[src/rtl/sisc_pkg.sv]
// Shared constants for the SISC control path: opcodes, FSM state codes and ALU op selects.
package sisc_pkg;

  localparam logic [3:0] OP_NOP = 4'b0000;
  localparam logic [3:0] OP_ALU = 4'b0001;
  localparam logic [3:0] OP_LOD = 4'b0010;
  localparam logic [3:0] OP_STR = 4'b0011;
  localparam logic [3:0] OP_BRA = 4'b0100;
  localparam logic [3:0] OP_BRR = 4'b0101;
  localparam logic [3:0] OP_BNE = 4'b0110;
  localparam logic [3:0] OP_BNR = 4'b0111;
  localparam logic [3:0] OP_HLT = 4'b1111;

  localparam logic [2:0] S_START0    = 3'b000;
  localparam logic [2:0] S_START1    = 3'b001;
  localparam logic [2:0] S_FETCH     = 3'b010;
  localparam logic [2:0] S_DECODE    = 3'b011;
  localparam logic [2:0] S_EXECUTE   = 3'b100;
  localparam logic [2:0] S_MEM       = 3'b101;
  localparam logic [2:0] S_WRITEBACK = 3'b110;
  localparam logic [2:0] S_HALT      = 3'b111;

  localparam logic [1:0] ALU_FN   = 2'b00;
  localparam logic [1:0] ALU_ADDR = 2'b01;
  localparam logic [1:0] ALU_PASS = 2'b10;

endpackage

[src/rtl/sisc_br_eval.sv]
// Branch condition evaluator: decides whether a conditional branch is taken and
// whether its target is absolute or PC-relative.
module sisc_br_eval
  import sisc_pkg::*;
#(
  parameter int OPW = 4,
  parameter int MMW = 4
) (
  input  logic [OPW-1:0] opcode,
  input  logic [MMW-1:0] mm,
  input  logic [MMW-1:0] stat,
  output logic           taken,
  output logic           br_sel
);

  // An empty mask never matches, so BRA/BRR fall through and BNE/BNR always go.
  logic hit;
  assign hit = |(stat & mm);

  always_comb begin
    taken  = 1'b0;
    br_sel = 1'b0;
    case (opcode)
      OP_BRA: taken = hit;
      OP_BRR: begin
        taken  = hit;
        br_sel = 1'b1;
      end
      OP_BNE: taken = ~hit;
      OP_BNR: begin
        taken  = ~hit;
        br_sel = 1'b1;
      end
      default: ;
    endcase
  end

endmodule

[src/rtl/sisc_ctrl.sv]
// Multi-cycle SISC control unit: FETCH/DECODE/EXECUTE/MEM/WRITEBACK sequencer
// driving all datapath enables and mux selects.
module sisc_ctrl
  import sisc_pkg::*;
#(
  parameter int OPW = 4,
  parameter int MMW = 4
) (
  input  logic           CLK,
  input  logic           RST,
  input  logic [OPW-1:0] opcode,
  input  logic [MMW-1:0] mm,
  input  logic [MMW-1:0] stat,
  output logic           pc_rst,
  output logic           pc_write,
  output logic           pc_sel,
  output logic           br_sel,
  output logic           ir_load,
  output logic           rd_sel,
  output logic [1:0]     alu_op,
  output logic           rf_we,
  output logic           wb_sel,
  output logic           dm_we,
  output logic           stat_en,
  output logic           halted,
  output logic [2:0]     state_o
);

  logic [2:0] state_reg;
  logic [2:0] state_next;
  logic       br_taken;
  logic       br_rel;

  sisc_br_eval #(.OPW(OPW), .MMW(MMW)) u_br_eval (
    .opcode (opcode),
    .mm     (mm),
    .stat   (stat),
    .taken  (br_taken),
    .br_sel (br_rel)
  );

  always_comb begin
    state_next = state_reg;
    case (state_reg)
      S_START0:    state_next = S_START1;
      S_START1:    state_next = S_FETCH;
      S_FETCH:     state_next = S_DECODE;
      S_DECODE:    state_next = (opcode == OP_HLT) ? S_HALT : S_EXECUTE;
      S_EXECUTE:   state_next = S_MEM;
      S_MEM:       state_next = S_WRITEBACK;
      S_WRITEBACK: state_next = S_FETCH;
      S_HALT:      state_next = S_HALT;
      default:     state_next = S_START0;
    endcase
  end

  always_ff @(posedge CLK) begin
    if (RST) state_reg <= S_START0;
    else     state_reg <= state_next;
  end

  assign state_o = state_reg;

  always_comb begin
    pc_rst   = 1'b0;
    pc_write = 1'b0;
    pc_sel   = 1'b0;
    br_sel   = 1'b0;
    ir_load  = 1'b0;
    rd_sel   = 1'b0;
    alu_op   = ALU_FN;
    rf_we    = 1'b0;
    wb_sel   = 1'b0;
    dm_we    = 1'b0;
    stat_en  = 1'b0;
    halted   = 1'b0;

    // The ALU op is held over the whole EXECUTE..WRITEBACK span so the datapath result stays stable.
    if (state_reg == S_EXECUTE || state_reg == S_MEM || state_reg == S_WRITEBACK) begin
      if (opcode == OP_LOD || opcode == OP_STR) alu_op = ALU_ADDR;
    end

    case (state_reg)
      S_START0: pc_rst = 1'b1;
      S_FETCH: begin
        ir_load  = 1'b1;
        pc_write = 1'b1;
      end
      S_DECODE: begin
        if (br_taken) begin
          pc_write = 1'b1;
          pc_sel   = 1'b1;
          br_sel   = br_rel;
        end
      end
      S_EXECUTE: rd_sel = (opcode == OP_STR);
      S_MEM: begin
        rd_sel = (opcode == OP_STR);
        dm_we  = (opcode == OP_STR);
      end
      S_WRITEBACK: begin
        if (opcode == OP_ALU) begin
          rf_we   = 1'b1;
          stat_en = 1'b1;
        end else if (opcode == OP_LOD) begin
          rf_we  = 1'b1;
          wb_sel = 1'b1;
        end
      end
      S_HALT: halted = 1'b1;
      default: ;
    endcase

    // Reset overrides any in-flight instruction before the state register catches up.
    if (RST) begin
      pc_rst   = 1'b1;
      pc_write = 1'b0;
      ir_load  = 1'b0;
      rf_we    = 1'b0;
      dm_we    = 1'b0;
      stat_en  = 1'b0;
    end
  end

endmodule

[config.mk]
export PLATFORM = sky130hd
export DESIGN_NAME = sisc_ctrl
export DESIGN_NICKNAME = d
export VERILOG_FILES = /design/src/rtl/sisc_pkg.sv /design/src/rtl/sisc_br_eval.sv /design/src/rtl/sisc_ctrl.sv
export SDC_FILE = /design/constraint.sdc
export NUM_CORES = 1
export LEC_CHECK = 0
export ABC_AREA = 1
export CELL_PAD_IN_SITES_DETAIL_PLACEMENT = 0
export CELL_PAD_IN_SITES_GLOBAL_PLACEMENT = 2
export CORE_UTILIZATION = 11
export CTS_CLUSTER_DIAMETER = 60
export DETAILED_ROUTE_END_ITERATION = 10
export PLACE_DENSITY_LB_ADDON = 0.1
export SETUP_SLACK_MARGIN = 0.3
export SYNTH_ARGS = -nofsm -noshare
export SYNTH_HDL_FRONTEND = slang
export SYNTH_HIERARCHICAL = 1
export SYNTH_SLANG_ARGS = --single-unit
[constraint.sdc]
create_clock -name CLK -period 1.1 [get_ports CLK]
set_clock_uncertainty 0.15 [all_clocks]
set_input_delay 0.275 -clock CLK [delete_from_list [all_inputs] [get_ports CLK]]
set_output_delay 0.275 -clock CLK [all_outputs]
set_load 0.05 [all_outputs]
== Word level (Yosys, flattened, before mapping) ==
Cells that the tools add are included.

* Register bits after elaboration: 3
* Bits of input ports: 14
* Output and inout bits: 16

* Equality and inequality tests: 15
* Multiplexer cells: 29
* Bitwise logic cells: 2
* Reduce and logical (&&, ||, !) cells: 10

{| class="wikitable"
|+ Operator list
! operator !! count
|-
| $mux W1 || 25
|-
| $pmux W3 S7 || 1
|-
| $eq A4 B3 Y1 const B || 4
|-
| $eq A3 B3 Y1 const B || 4
|-
| $reduce_or A2 Y1 || 5
|-
| $eq A4 B2 Y1 const B || 2
|-
| $eq A3 B2 Y1 const B || 2
|-
| $and A4 B4 Y4 || 1
|-
| $eq A4 B1 Y1 const B || 1
|-
| $eq A4 B4 Y1 const B || 1
|-
| $pmux W1 S2 || 2
|-
| $reduce_or A4 Y1 || 1
|-
| $eq A3 B1 Y1 const B || 1
|-
| $logic_not A3 Y1 || 1
|-
| $logic_or A1 B1 Y1 || 3
|-
| $mux W2 || 1
|-
| $not A1 Y1 || 1
|}

== Longest topological paths before layout ==
Gate-level depths: netlist (run 1).

* Depth after elaboration: 7
* Mapped depth: 7

== By module ==
Netlist (run 1), hierarchy kept.

{| class="wikitable"
|+ By module, submodules not included
! module !! instances !! cells each !! area each (µm²)
|-
| sisc_ctrl || 1 || 53 || 281.5
|-
| sisc_br_eval || 1 || 17 || 65.1
|}

== Least setup slack after synthesis (run 1) ==
No wires, ideal clock.

* Path type: flip-flop to output port
* From: register (tool-made name)
* To: output port wb_sel
* Data arrival time: 2.095 ns
* Setup slack: -1.420 ns
* Cell stages (with the launch flop): 4
* Buffers on the path: 1
* Path through: dfxtp_1 -> clkbuf_2 -> nand3_1 -> nor3_1

{| class="wikitable"
|+ RTL lines
! what !! line !! RTL
|-
| end: declaration || sisc_ctrl.sv:22 || <nowiki>output logic wb_sel,</nowiki>
|}

==> results by group, run 1 <==
Global route
  • GR Layer Usage met1: approximately 11%
  • Largest net degree at the start of global routing: 8
  • Vias in the first global route: around 560
  • First-pass GRT wire length: 2.33 mm
  • GRT Total Usage: 8.94%
  • Initial antenna violation count: 0
  • GR Overflow Total: 0
  • Most crowded layer after global routing: met2
  • GR Util met3: 2.01%
  • Met2 GRT Util: 14.4%

Synth
  • Synth top area share: approximately a quarter
  • Synth Area in XOR/XNOR: 0%
  • Top post-synthesis cells by area: nand2_1 25%, dfxtp_1 17%, inv_1 14%, nor2_1 12%, nand3_1 5.8%
  • Adder-cell share of the synthesized area: 0%
  • FF+latch count, synth: 3
  • Main synth FF type: dfxtp_1
  • Largest family of logic cells by synthesized area: simple AND/OR/NAND/NOR gates
  • Synth cell types: 16
  • Post-synthesis async set-or-reset flop share: 0%
  • Number of synthesized flops with an enable pin: 0
  • Mean area per synthesized cell: 4.95 um^2
  • Post-Syn Area: 347 um^2
  • Register area share after synthesis: between 10% and 20%
  • Fraction of synthesized area in multiplexers: 0%
  • Post-Synthesis Cells: 70
  • Compound-Gate Fraction of Synth Area: slightly below 10%
  • Leading area contributor after synthesis: nand2_1
  • Synthesized Nets: 84
  • Yosys warns: 6
  • Synth Area in Simple Gates: between 50% and 60%

Route
  • Total Routed Length: 1.41 mm
  • DRC: 0
  • Vias per inst: about 3.6
  • Via count: 588
  • DRT iter0 DRCs: 10
  • Total iterations of the first detailed-routing run: 2
  • Drt wl/cell: approximately 8.5 um
  • Antenna Nets Post-Route: 0

Timing
  • Tmin final: 1.67 ns
  • Hold Fails Final Rpt: 0
  • Pins Over Slew Limit: 0
  • Final hold slack: 0.331 ns
  • Setup violations, final: 16
  • Setup TNS: -6.96 ns
  • Final worst path period share: 152%
  • Max Freq: 0.599 GHz
  • Setup ws final: -0.569 ns
  • Setup repair after global routing missed its margin: yes

Clock network
  • Post-CTS Hold Buffers: 0
  • Clock Tree Buf Depth: 2
  • Worst skew pair latency: between 0.2 and 0.25 ns
  • CTS tree: done
  • CTS H-tree depth: 1
  • CTS Root Cell: clkbuf_4
  • Clock slew at reported path FFs: around 0.040 ns
  • Clock Sinks: 3
  • CTS Buf Count: 3

Die
  • IO Count: 30
  • Die area: 3380 um^2
  • Die H: 58.1 um
  • Row count: 20
  • Core area: 3030 um^2
  • Die width: 58.1 um
  • Starting density of the core: 11.4%

Pwr
  • Worst vdd ir: 504 uV
  • Leak: 0.511 nW
  • Pwr Density: between 1000 and 1500 nW/um^2

Flow run
  • Max-Cap Viols: 0

Placed design
  • Placed cells: ~160
  • GPL Wtd Cong: roughly 0.72
  • Post-Place Worst Slack: -0.897 ns
  • IO Port Bufs: 28
  • Dpl hpwl: 1.14 mm
  • Area after DPL: ~1100 um^2

Cells and area
  • Layout Nets: 136
  • Layout cells sized above 1: 70.2%
  • Post-route cell area: 1160 um^2
  • Area grow syn2layout: 235%
  • Inserted Diodes: 0
  • Non-Filler Instances: 165

Worst setup path
  • Type of the worst setup path: register to primary output
  • Crit path cell chain: nand4_1 -> a21oi_4 -> buf_12
  • Crit path max fanout: 7
  • Worst Path Buf+Inv: 1
  • CP top delay family: flip-flops
  • Critical Path Max Stage Delay: 0.40 ns
  • CP Launch Type: register
  • Crit path DAT: 1.24 ns
  • Crit-path slowest cell: dfxtp_4
  • Crit end category: primary output
  • CP Data Required Time: 0.67 ns

Run status
  • Failing checks: negative setup slack
  • Status: complete, but fails checks

Min path
  • Hold Path Class: input pin to register
-- area by class of cell --
cell class,instances,area (um^2)
clock buffers,4,26.3
fillers,321,1870
inverters,13,61.3
multi-input cells,52,395
flip-flops and latches,3,71.3
well taps,44,55.1
repair buffers,49,551
-- routing by layer --
metal	routed length, um	share of wire, %
met2	739	53
met4	0	0
met5	0	0
met1	609	43
met3	57	4.1
-- cells in the mapped netlist, types with 2 or more instances --
cell / n
nor2_1: 11
nand4_1: 2
a21oi_1: 3
nor3_1: 3
nand3_1: 4
inv_1: 13
nand2_1: 23
dfxtp_1: 3
-- where the power goes --
group,internal [mW],switching [mW],total (mW)
clock,0.136,0.0608,0.197
sequential,0.149,0.0563,0.205
combinational,0.457,0.458,0.915
-- path summary, 6_finish.rpt --
check / cells past startpoint / slack, ns / startpoint / to
worst max register to register: 9 / -0.20 / register / state_o[0]
worst min-delay path: 3 / 0.33 / RST / register
worst min register to register: 2 / 0.43 / register / state_o[1]
worst max-delay path: 3 / -0.57 / register / rf_we
-- kinds of logic after synthesis --
family,after synthesis
other,1
and+or+nand+nor,45
DFF,3
buffers and inverters,15
AOI/OAI and AO/OA,6
-- metrics by stage --
step / power, mW / util, %
5_1_grt: 1.39 / 38.3
2_1_floorplan: 0.558 / -
4_1_cts: 1.23 / 37.0
3_3_place_gp: 1.00 / 35.0
6_report: 1.32 / 38.3
3_5_place_dp: 1.00 / 35.0
-- worst reg2reg max path: cells and delay by family, from the launching register on --
family                 cells  cell delay (ns)
buffers and inverters      4             0.42
flip-flops                 1             0.37
AND/OR/NAND/NOR            5             0.24
-- placed cells by master, fill, tap and decap left out, drive strengths merged --
cell,n
nand3,4
o21ai,3
a21oi,3
clkbuf,13
nand4,2
clkdlybuf4s15,1
dfxtp,3
conb,1
inv,11
buf,38
nor3,3
clkinvlp,2
nor2,12
nand2,24
dlygate4sd2,1
-- timing repair --
| item | 4_1_cts | 5_1_grt |
|---|---|---|
| setup buffers | 1 | 3 |
| pin swaps | 16 | 9 |
| setup endpoints to repair | 18 | 18 |
| gates resized for setup | 38 | 28 |
Power figures use the tool's default switching activity.
==> inputs of run 2 (changes only) <==
- CORE_UTILIZATION: 11 -> 13
- clock period: 1.1 -> 2.1 ns (I/O delays scaled with it)
==> results by group, run 2 (synthesis gave the netlist of run 1 again) <==
Run status
  • Status: complete, no violations

Cells and area
  • Fillers: 253 (-21%)
  • Non-Filler Instances: 144 (-13%)
  • Layout cells sized above 1: 71.1% (+0.80 points)
  • Inserted Diodes: 0 (unchanged)
  • Layout Nets: 129 (-5.1%)
  • Layout Utilization: 45.5% (+7.2 points)
  • Area grow syn2layout: 229%
  • Commonest non-fill, non-tap cells in the layout: 18 x buf_6, 12 x nand2_1, 12 x buf_12
  • Commonest non-fill, non-tap cell in the layout: buf_6

Timing
  • Final hold slack: 0.377 ns (+0.0467 ns)
  • Pins Over Slew Limit: 0 (unchanged)
  • Tmin final: 2.09 ns
  • Setup violations, final: 0 (-16)
  • Setup TNS: 0 ns (+6.96 ns)
  • Hold Fails Final Rpt: 0 (unchanged)
  • Setup repair after global routing missed its margin: yes
  • Final worst path period share: 99.4%
  • Setup ws final: 0.0135 ns (+0.583 ns)
  • Max Freq: 0.479 GHz

Route
  • Vias per inst: 3.94 (+10%)
  • Total Routed Length: 1.37 mm (-2.3%)
  • Drt wl/cell: 9.53 um (+12%)
  • DRT iter0 DRCs: 1 (-9)
  • DRC: 0 (unchanged)
  • Total iterations of the first detailed-routing run: 2 (unchanged)
  • Antenna Nets Post-Route: 0 (unchanged)
  • Via count: 567 (-3.6%)

Global route
  • Vias in the first global route: 516 (-7.4%)
  • Initial antenna violation count: 0 (unchanged)
  • GRT Total Usage: 10.4% (+1.4 points)
  • Largest net degree at the start of global routing: 10 (+2)
  • GR Overflow Total: 0 (unchanged)
  • First-pass GRT wire length: 2.22 mm (-4.8%)

Worst setup path
  • CP Capture Point: rf_we
  • Crit path cell chain: buf_6 -> buf_6 -> nor2_4 -> buf_6 -> nand3_4 -> a21oi_4 -> buf_12
  • Type of the worst setup path: input pin to primary output
  • CP top delay family: buffers and inverters
  • R2R depth: 7 (-2)
  • Worst path depth: 7 (+4)
  • Worst Path Buf+Inv: 4 (+3)
  • Reg2reg end: state_o[0]
  • CP Data Required Time: 1.42 ns (+0.75 ns)
  • Crit-path slowest cell: nor2_4
  • Critical Path Max Stage Delay: 0.17 ns (-0.23 ns)
  • Most used cell, CP: buf_6
  • Crit path max fanout: 4 (-3)
  • R2R Setup Slk: 0.96 ns (+1.16 ns)
  • CP Launch Type: input pin
  • Crit path DAT: 1.41 ns (+0.17 ns)
  • RR Startpoint: state_o[1]
  • Critical Path Source: opcode[3]
  • Crit end category: primary output

Clock network
  • Clock Sinks: 3 (unchanged)
  • Clock Tree Buf Depth: 2 (unchanged)
  • CTS Root Cell: clkbuf_4
  • CTS H-tree depth: 1 (unchanged)
  • Post-CTS Hold Buffers: 0 (unchanged)
  • CTS tree: done
  • Worst skew pair latency: 0.23 ns (about the same)
  • CTS Buf Count: 3 (unchanged)
  • Clock slew at reported path FFs: 0.04 ns (about the same)

Die
  • Die H: 53.6 um (-7.7%)
  • Die area: 2880 um^2 (-15%)
  • Starting density of the core: 13.9% (+2.4 points)
  • Core area: 2500 um^2 (-17%)
  • Row count: 18 (-10%)
  • IO Count: 30 (unchanged)
  • Die width: 53.6 um (-7.7%)

Pwr
  • Leak: 0.536 nW (+5.0%)
  • Pwr Density: 488 nW/um^2 (-57%)
  • Worst vdd ir: 425 uV (-16%)

Placed design
  • IO Port Bufs: 28 (unchanged)
  • GPL Wtd Cong: 0.675 (-6.7%)
  • Post-Place Worst Slack: -0.339 ns (+0.558 ns)
  • Placed cells: 133 (-15%)
  • Dpl hpwl: 1.06 mm (-7.6%)

Min path
  • Hold Path Class: register to register

Flow run
  • Max-Cap Viols: 0 (unchanged)
==> run 2: power breakdown <==
group | internal (mW) | leakage, nW | total, mW | switching, mW
Clock | 0.0711 | 0.0150 | 0.0992 | 0.0282
Combinational | 0.144 | 0.495 | 0.350 | 0.206
Sequential | 0.0747 | 0.0261 | 0.106 | 0.0313
==> run 2: worst register-to-register path: cells and delay by family (launching register included) <==
family	cells	cell delay [ns]
DFF	1	0.40
and+or+nand+nor	5	0.32
buffers and inverters	2	0.16
==> run 2: layer usage <==
metal / routed length (um) / global-route usage [%] / vias to the layer above / share of wire (%)
li1: - / - / 305 / -
met5: 0 / 0 / - / 0
met1: 620 / 13.2 / 244 / 45
met3: 45 / 0.847 / 0 / 3.3
met2: 707 / 19.2 / 18 / 51
met4: 0 / 1.32 / 0 / 0
==> run 2: timing repair <==
item | in CTS | in global routing
resized for setup | 77 | 8
setup endpoints to repair | 11 | 11
buffers inserted | 7 | 0
pin swaps | 15 | 11
cloned | 0 | 0
==> run 2: stage by stage <==
stage                     area, um^2  power [mW]
final                           1140       0.556
after global routing            1140       0.594
after CTS                       1100       0.551
after detailed placement         961       0.421
after global placement           961       0.419
after floorplan                  499       0.290
==> run 2: worst min-delay path by stage <==
stage / from / end / slack, ns / depth (start not counted)
final: state_o[0] / register / 0.38 / 2
after global routing: state_o[0] / register / 0.42 / 2
after CTS: state_o[0] / register / 0.39 / 2
after detailed placement: state_o[0] / register / 0.38 / 2
after global placement: state_o[0] / register / 0.38 / 2
after floorplan: RST / register / 0.43 / 1
==> run 2: final cells by class <==
cell class | instances | area [um^2] | share of cell area (%)
repair buffers | 42 | 542 | 47.6
inverters | 13 | 52.6 | 4.62
clock buffers | 4 | 26.3 | 2.31
well taps | 30 | 37.5 | 3.30
flip-flops and latches | 3 | 66.3 | 5.82
multi-input cells | 52 | 414 | 36.4
